$ cat src/rtl/pipeline_pkg.sv
// Shared definitions for the five-stage pipeline: instruction fields, opcodes,
// NOP encoding and hazard-controller state encoding.
package pipeline_pkg;

    localparam int INSTR_W = 20;
    localparam int OP_HI = 19, OP_LO = 16;
    localparam int RD_HI = 15, RD_LO = 12;
    localparam int RS_HI = 11, RS_LO = 8;
    localparam int RT_HI = 7,  RT_LO = 4;

    localparam logic [3:0] OP_NOP   = 4'd0;
    localparam logic [3:0] OP_ADD   = 4'd1;
    localparam logic [3:0] OP_SUB   = 4'd2;
    localparam logic [3:0] OP_AND   = 4'd3;
    localparam logic [3:0] OP_OR    = 4'd4;
    localparam logic [3:0] OP_ADDI  = 4'd5;
    localparam logic [3:0] OP_LOAD  = 4'd6;
    localparam logic [3:0] OP_STORE = 4'd7;
    localparam logic [3:0] OP_BEQ   = 4'd8;

    localparam logic [INSTR_W-1:0] NOP_INSTR = '0;

    typedef enum logic [1:0] {
        ST_RUN      = 2'd0,
        ST_MEM_WAIT = 2'd1,
        ST_HALT     = 2'd2
    } state_t;

    typedef struct packed {
        logic [3:0] op;
        logic [3:0] rd;
        logic [3:0] rs;
        logic [3:0] rt;
        logic       reads_rs;
        logic       reads_rt;
        logic       writes_rd;
        logic       is_mem;
    } regs_used_t;

endpackage

$ cat src/rtl/pipeline_hazard_ctrl_if.sv
// Instruction/status inputs and pipeline-register controls of the hazard controller.
interface pipeline_hazard_ctrl_if #(parameter int CNT_W = 16) ();
    import pipeline_pkg::*;

    logic [INSTR_W-1:0] instr_id;
    logic [INSTR_W-1:0] instr_ex;
    logic [INSTR_W-1:0] instr_mem;
    logic               branch_taken;
    logic               mem_busy;
    logic               pc_write;
    logic               if_id_write;
    logic               if_id_flush;
    logic               id_ex_bubble;
    logic               ex_mem_write;
    logic               mem_wb_bubble;
    logic [CNT_W-1:0]   stall_count;
    logic               mem_timeout;
    logic [1:0]         state;

    modport master (
        output instr_id, instr_ex, instr_mem, branch_taken, mem_busy,
        input  pc_write, if_id_write, if_id_flush, id_ex_bubble,
               ex_mem_write, mem_wb_bubble, stall_count, mem_timeout, state
    );

    modport slave (
        input  instr_id, instr_ex, instr_mem, branch_taken, mem_busy,
        output pc_write, if_id_write, if_id_flush, id_ex_bubble,
               ex_mem_write, mem_wb_bubble, stall_count, mem_timeout, state
    );

endinterface

$ cat src/rtl/pipeline_hazard_ctrl_instr_regs_used.sv
// Decodes one instruction into its fields and register/memory usage flags.
module instr_regs_used
    import pipeline_pkg::*;
(
    input  logic [INSTR_W-1:0] instr,
    output regs_used_t         info
);

    always_comb begin
        info           = '0;
        info.op        = instr[OP_HI:OP_LO];
        info.rd        = instr[RD_HI:RD_LO];
        info.rs        = instr[RS_HI:RS_LO];
        info.rt        = instr[RT_HI:RT_LO];
        case (info.op)
            OP_ADD, OP_SUB, OP_AND, OP_OR: begin
                info.reads_rs  = 1'b1;
                info.reads_rt  = 1'b1;
                info.writes_rd = 1'b1;
            end
            OP_ADDI: begin
                info.reads_rs  = 1'b1;
                info.writes_rd = 1'b1;
            end
            OP_LOAD: begin
                info.reads_rs  = 1'b1;
                info.writes_rd = 1'b1;
                info.is_mem    = 1'b1;
            end
            OP_STORE: begin
                info.reads_rs  = 1'b1;
                info.reads_rt  = 1'b1;
                info.is_mem    = 1'b1;
            end
            OP_BEQ: begin
                info.reads_rs  = 1'b1;
                info.reads_rt  = 1'b1;
            end
            default: ;
        endcase
    end

endmodule

$ cat src/rtl/pipeline_hazard_ctrl.sv
// Hazard/stall controller: memory-busy freeze with timeout halt, branch flush,
// one-cycle load-use stall and a saturating stall-cycle counter.
module pipeline_hazard_ctrl
    import pipeline_pkg::*;
#(
    parameter int MAX_WAIT = 15,
    parameter int CNT_W    = 16
) (
    input  logic                   clock,
    input  logic                   reset,
    pipeline_hazard_ctrl_if.slave  bus
);

    localparam int STAGES = 3;
    localparam int WAIT_W = $clog2(MAX_WAIT + 2);

    logic [INSTR_W-1:0] instr [STAGES];
    regs_used_t         info  [STAGES];

    state_t             state_q;
    logic [WAIT_W-1:0]  wait_cnt;
    logic [CNT_W-1:0]   stall_cnt;
    logic               timeout_q;
    logic               halt, freeze, flush, load_use, stall_evt;

    // Index 0 = ID, 1 = EX, 2 = MEM.
    assign instr[0] = bus.instr_id;
    assign instr[1] = bus.instr_ex;
    assign instr[2] = bus.instr_mem;

    for (genvar g = 0; g < STAGES; g++) begin : g_dec
        instr_regs_used u_regs (.instr(instr[g]), .info(info[g]));
    end

    assign halt     = (state_q == ST_HALT);
    assign freeze   = bus.mem_busy && info[2].is_mem &&
                      (state_q == ST_RUN || state_q == ST_MEM_WAIT);
    assign flush    = (info[1].op == OP_BEQ) && bus.branch_taken;
    assign load_use = (info[1].op == OP_LOAD) && (info[1].rd != 4'd0) &&
                      ((info[0].reads_rs && info[0].rs == info[1].rd) ||
                       (info[0].reads_rt && info[0].rt == info[1].rd));
    assign stall_evt = halt || freeze || load_use;

    always_comb begin
        bus.pc_write      = 1'b1;
        bus.if_id_write   = 1'b1;
        bus.if_id_flush   = 1'b0;
        bus.id_ex_bubble  = 1'b0;
        bus.ex_mem_write  = 1'b1;
        bus.mem_wb_bubble = 1'b0;
        if (halt || freeze) begin
            // ID/EX holds its contents; only MEM/WB gets a bubble.
            bus.pc_write      = 1'b0;
            bus.if_id_write   = 1'b0;
            bus.ex_mem_write  = 1'b0;
            bus.mem_wb_bubble = 1'b1;
        end else if (flush) begin
            bus.if_id_flush  = 1'b1;
            bus.id_ex_bubble = 1'b1;
        end else if (load_use) begin
            bus.pc_write     = 1'b0;
            bus.if_id_write  = 1'b0;
            bus.id_ex_bubble = 1'b1;
        end
    end

    always_ff @(posedge clock or posedge reset) begin
        if (reset) begin
            state_q   <= ST_RUN;
            wait_cnt  <= '0;
            timeout_q <= 1'b0;
        end else begin
            case (state_q)
                ST_RUN: if (freeze) begin
                    state_q  <= ST_MEM_WAIT;
                    wait_cnt <= WAIT_W'(1);
                end
                ST_MEM_WAIT: if (!freeze) begin
                    state_q  <= ST_RUN;
                    wait_cnt <= '0;
                end else if (wait_cnt == WAIT_W'(MAX_WAIT)) begin
                    state_q   <= ST_HALT;
                    timeout_q <= 1'b1;
                end else begin
                    wait_cnt <= wait_cnt + 1'b1;
                end
                ST_HALT: ;
                default: begin
                    state_q  <= ST_RUN;
                    wait_cnt <= '0;
                end
            endcase
        end
    end

    always_ff @(posedge clock or posedge reset) begin
        if (reset)
            stall_cnt <= '0;
        else if (stall_evt && stall_cnt != '1)
            stall_cnt <= stall_cnt + 1'b1;
    end

    assign bus.stall_count = stall_cnt;
    assign bus.mem_timeout = timeout_q;
    assign bus.state       = state_q;

endmodule

$ cat src/flat_wrapper.sv
// flat-port wrapper written by rule: the top's interface ports become plain ports
module pipeline_hazard_ctrl_flat import pipeline_pkg::*;
#(
    parameter int MAX_WAIT = 15,
    parameter int CNT_W    = 16
)
  (clock, reset, bus_instr_id, bus_instr_ex, bus_instr_mem, bus_branch_taken, bus_mem_busy, bus_pc_write, bus_if_id_write, bus_if_id_flush, bus_id_ex_bubble, bus_ex_mem_write, bus_mem_wb_bubble, bus_stall_count, bus_mem_timeout, bus_state);
  pipeline_hazard_ctrl_if #(.CNT_W(CNT_W)) bus_i ();
  input  logic clock;
  input  logic reset;
  input wire logic [$bits(bus_i.instr_id)-1:0] bus_instr_id;
  input wire logic [$bits(bus_i.instr_ex)-1:0] bus_instr_ex;
  input wire logic [$bits(bus_i.instr_mem)-1:0] bus_instr_mem;
  input wire logic [$bits(bus_i.branch_taken)-1:0] bus_branch_taken;
  input wire logic [$bits(bus_i.mem_busy)-1:0] bus_mem_busy;
  output wire logic [$bits(bus_i.pc_write)-1:0] bus_pc_write;
  output wire logic [$bits(bus_i.if_id_write)-1:0] bus_if_id_write;
  output wire logic [$bits(bus_i.if_id_flush)-1:0] bus_if_id_flush;
  output wire logic [$bits(bus_i.id_ex_bubble)-1:0] bus_id_ex_bubble;
  output wire logic [$bits(bus_i.ex_mem_write)-1:0] bus_ex_mem_write;
  output wire logic [$bits(bus_i.mem_wb_bubble)-1:0] bus_mem_wb_bubble;
  output wire logic [$bits(bus_i.stall_count)-1:0] bus_stall_count;
  output wire logic [$bits(bus_i.mem_timeout)-1:0] bus_mem_timeout;
  output wire logic [$bits(bus_i.state)-1:0] bus_state;
  assign bus_i.instr_id = bus_instr_id;
  assign bus_i.instr_ex = bus_instr_ex;
  assign bus_i.instr_mem = bus_instr_mem;
  assign bus_i.branch_taken = bus_branch_taken;
  assign bus_i.mem_busy = bus_mem_busy;
  assign bus_pc_write = bus_i.pc_write;
  assign bus_if_id_write = bus_i.if_id_write;
  assign bus_if_id_flush = bus_i.if_id_flush;
  assign bus_id_ex_bubble = bus_i.id_ex_bubble;
  assign bus_ex_mem_write = bus_i.ex_mem_write;
  assign bus_mem_wb_bubble = bus_i.mem_wb_bubble;
  assign bus_stall_count = bus_i.stall_count;
  assign bus_mem_timeout = bus_i.mem_timeout;
  assign bus_state = bus_i.state;
  pipeline_hazard_ctrl #(.MAX_WAIT(MAX_WAIT), .CNT_W(CNT_W)) u_core (.clock(clock), .reset(reset), .bus(bus_i));
endmodule
$ cat config.mk
export PLATFORM = sky130hd
export DESIGN_NAME = pipeline_hazard_ctrl_flat
export DESIGN_NICKNAME = d
export VERILOG_FILES = /design/src/rtl/pipeline_pkg.sv /design/src/rtl/pipeline_hazard_ctrl_if.sv /design/src/rtl/pipeline_hazard_ctrl_instr_regs_used.sv /design/src/rtl/pipeline_hazard_ctrl.sv /design/src/flat_wrapper.sv
export SDC_FILE = /design/constraint.sdc
export NUM_CORES = 1
export LEC_CHECK = 0
export CAP_MARGIN = 20
export CORE_MARGIN = 3
export CORE_UTILIZATION = 33
export DETAILED_ROUTE_END_ITERATION = 7
export MAX_ROUTING_LAYER = met4
export PLACE_DENSITY = 0.76
export REMOVE_ABC_BUFFERS = 1
export SLEW_MARGIN = 0
export SYNTH_ARGS = -nofsm -noshare
export SYNTH_HDL_FRONTEND = slang
export SYNTH_SLANG_ARGS = --single-unit
$ cat constraint.sdc
create_clock -name clock -period 1.75 [get_ports clock]
set_input_delay 0.2625 -clock clock [delete_from_list [all_inputs] [get_ports clock]]
set_output_delay 0.2625 -clock clock [all_outputs]
set_load 0.03 [all_outputs]
==> results.md <==
| Group | Parameter | This run |
| --- | --- | --- |
| outcome | Run status | complete, but fails checks |
| outcome | Violations in the final reports | setup timing |
| pwr | P per Cell Area | 1100 mW/mm2 |
| final layout | Growth of design area from synthesis to finish | 80.2% |
| sta | Layout Skew | 0.00281 ns |
| clock tree | Sinks on Clock Net | 24 |
| floorplanning | Area of the core | 0.00412 mm2 |
| global routing | Total GRT Usage | 15.7% |
| global routing | Remaining Overflow, GRT | 0 |
| critical path | Category of the critical setup timing path | register to register |
| global routing | Pin count of the biggest net entering global routing | 25 |
| sta | Setup repair after global routing missed its margin | true |
| critical path | Peak fanout along the critical path | 6 |
| synthesis | Synth area leader | dfrtp_1 |
| critical path | Reg-to-reg startpoint | u_core.bus.state[1] |
| synthesis | Asr flop ratio synth | 100% |
| job | Max-cap violations | 0 |
| floorplanning | Die area | 0.00524 mm2 |
| floorplanning | Site row count | 23 |
| floorplanning | Number of top-level pins | 89 |
| placement | RD Place Congestion | 0.834 |
| clock tree | CTS clock-pin slew for the worst setup and hold paths | 0.08 ns |
| sta | Final period demand of the worst path | 1.76 ns |
| clock tree | CTS Root Cell | clkbuf_8 |
| sta | Final-report hold violation count | 0 |
| sta | Slew at the pin closest to its max-slew limit | 0.353 ns |
| final layout | Final non-filler cell area | 0.00262 mm2 |
| clock tree | Clock tree from TritonCTS | yes |
| global routing | Via count of the first global-routing pass | 1420 |
| placement | Post-Place Worst Slack | -0.613 ns |
| placement | HPWL after detailed placement | 2710 um |
| floorplanning | Initial standard-cell utilization of the core | 35.4% |
| synthesis | Post-synthesis instance area | 0.00146 mm2 |
| route | Detailed-route DRC error count | 0 |
| sta | Setup Viol. Count Final | 2 |
| sta | Peak clock frequency supported by timing | 0.567 GHz |
| critical path | Crit path required time | 1.93 ns |
| synthesis | Yosys top cell area share | 41.3% |
| route | Total via count in the routed design | 1420 |
| global routing | Wire length of the first global-routing pass | 6380 um |
| clock tree | Clock latency on the worst-skew pair | 0.27 ns |
| critical path | Arrival @ worst endpoint | 1.94 ns |
| sta | Max transition margin | 76.4% |
| placement | Input/output buffers | 51 |
| final layout | Share of the core filled with cells | 63.7% |
| pwr | Worst ir drop on vdd | 0.000986 V |
| clock tree | CTS Buf Count | 3 |
| synthesis | Yosys warns | 0 |
| final layout | Number of inserted diodes | 0 |
| critical path | Type of element capturing the critical path | register |
| route | Number of vias per cell after detailed routing | 4.97 |
| clock tree | Total number of H-tree levels | 1 |
| synthesis | Number of unique standard cell types used by synthesis | 36 |
| route | Post-detailed-routing wire length | 4320 um |
| final layout | Post-layout net count | 304 |
| sta | Max Transition Viols Final | 0 |
| sta | Final WS setup | -0.0138 ns |
| hold path | Hold/Removal Path Class | input pin to async pin |
| critical path | Category of the worst setup path launch point | register |
| floorplanning | Die X-Extent | 72.4 um |
| synthesis | Most common cell in the synthesized netlist | dfrtp_1 |
| synthesis | EDFF count, synth | 0 |
| synthesis | Mean instance size in the synthesized netlist | 10.5 um2 |
| synthesis | Post-Syn Instances | 139 |
| clock tree | Buffer levels on the longest clock path | 2 |
| route | Wirelength per Cell | 15.1 um |
| final layout | Layout cell share with drive strength beyond 1 | 46.2% |
| synthesis | Sequential element share of the synthesized area | 41.3% |
| clock tree | Number of hold buffers added after cts | 0 |
| sta | Final TNS setup | -0.0188 ns |
| floorplanning | Chip Height | 72.4 um |
| global routing | Initial antenna violation count | 0 |
| sta | Part of the cycle the worst path needs | 101% |
| route | 1st-pass router iterations | 3 |
| synthesis | Cell types occupying the most area after synthesis | dfrtp_1 41%, xor2_1 9.0%, xnor2_1 6.6% |
| route | Detail Route Antenna Nets | 0 |
| pwr | Cell leakage power | 0.00110 uW |
| placement | Post-place instance area | 0.00220 mm2 |
| synthesis | Most used standard cells in the synthesized netlist | 24 x dfrtp_1, 15 x xor2_1, 13 x nand2_1, 11 x xnor2_1, 9 x nand3_1 |
| critical path | Start point of the critical path | u_core.bus.state[1] |
| synthesis | Post-synthesis sequential element count | 24 |
| synthesis | Most common flop cell mapped by yosys | dfrtp_1 |
| route | Number of DRC markers after the initial detailed-route iteration | 42 |
metal layers:
metal / up-vias / wire [um] / global-route usage (%)
li1: 683 / - / -
met1: 680 / 1800 / 19.1
met2: 47 / 2130 / 27.0
met3: 10 / 273 / 2.22
met4: 0 / 116 / 4.51
met5: - / 0 / -
stage by stage:
| stage | total power [uW] | hold WS [ns] | std cells |
|---|---|---|---|
| after global routing | 3030 | 0.374 | 286 |
| after CTS | 2730 | 0.343 | 276 |
| final | 2890 | 0.333 | 286 |
| after detailed placement | 2180 | 0.481 | 265 |
| after floorplan | 1500 | 0.277 | 134 |
| after global placement | 2160 | 0.474 | 265 |
critical path, cell delays in order (launching register included):
cell and delay, ns:
dfrtp_1 0.39, or3_4 0.35, o21ai_4 0.11, a21oi_4 0.09
buf_4 0.21, nor4b_4 0.31, xor2_1 0.21
where the power goes:
| group | leakage, uW | switching (uW) | internal, uW |
|---|---|---|---|
| clock network | 0.0000288 | 178 | 201 |
| logic | 0.000792 | 888 | 827 |
| registers | 0.000281 | 107 | 685 |
cell families (layout without fill, tap and decap cells):
kind of cell / Yosys count / in the layout / synth area share, %
XOR/XNOR: 26 / 26 / 15.6
AND/OR/NAND/NOR: 60 / 60 / 27.2
flip-flops: 24 / 24 / 41.3
multiplexers: 3 / 3 / 2.32
adder cells (fa/ha/maj): 3 / 3 / 2.58
buffers and inverters: 9 / 106 / 3.87
AO/OA/AOI/OAI: 14 / 14 / 7.14
flip-flops by register name, summed over array words and instances, names as in the netlist:
register and cells:
u_core.wait_cnt 5, u_core.bus.mem_timeout 1, u_core.bus.state 2, u_core.bus.stall_count 16
cell usage in the layout (no fill, tap or decap), types with 2 or more instances in the layout:
master	instances
o21ai_0	6
nand2_1	11
nor4_4	6
buf_2	6
dfrtp_1	24
xor2_1	15
inv_1	3
nor4b_4	4
nand4_1	3
and3_4	3
ha_2	2
nor2_1	3
nand3_1	7
clkbuf_2	4
mux2_4	2
nor3b_2	3
buf_6	7
clkdlybuf4s50_1	19
nand2b_1	2
clkdlybuf4s15_1	7
buf_4	43
xnor2_1	10
nand3_2	2
nand2_2	2
nor3_2	3
dlygate4sd2_1	9
clkbuf_8	4
a21oi_1	2
cell type report:
type,instances,area (um2)
well taps,50,62.6
flip-flops and latches,24,601
clock buffers,4,55.1
inverters,4,15.0
repair buffers,98,835
multi-input cells,106,1050
fillers,328,1490
worst paths after layout:
| path | cells after the start | slack, ns | end |
|---|---|---|---|
| setup / recovery | 6 | -0.01 | u_core.bus.stall_count[9] |
| hold / removal | 3 | 0.33 | u_core.bus.stall_count[1] |
| setup reg to reg | 6 | -0.01 | u_core.bus.stall_count[9] |
| hold reg to reg | 1 | 0.50 | u_core.bus.mem_timeout |
| max in group asynchronous | 3 | 1.18 | u_core.bus.stall_count[10] |
| min in group clock | 1 | 0.50 | u_core.bus.mem_timeout |
timing repair:
action / CTS / global route
pin swaps: 31 / 21
buffers inserted: 8 / 10
setup endpoints to repair: 23 / 22
gates resized for setup: 80 / 40
No activity file was read; power rests on OpenSTA's default activity.
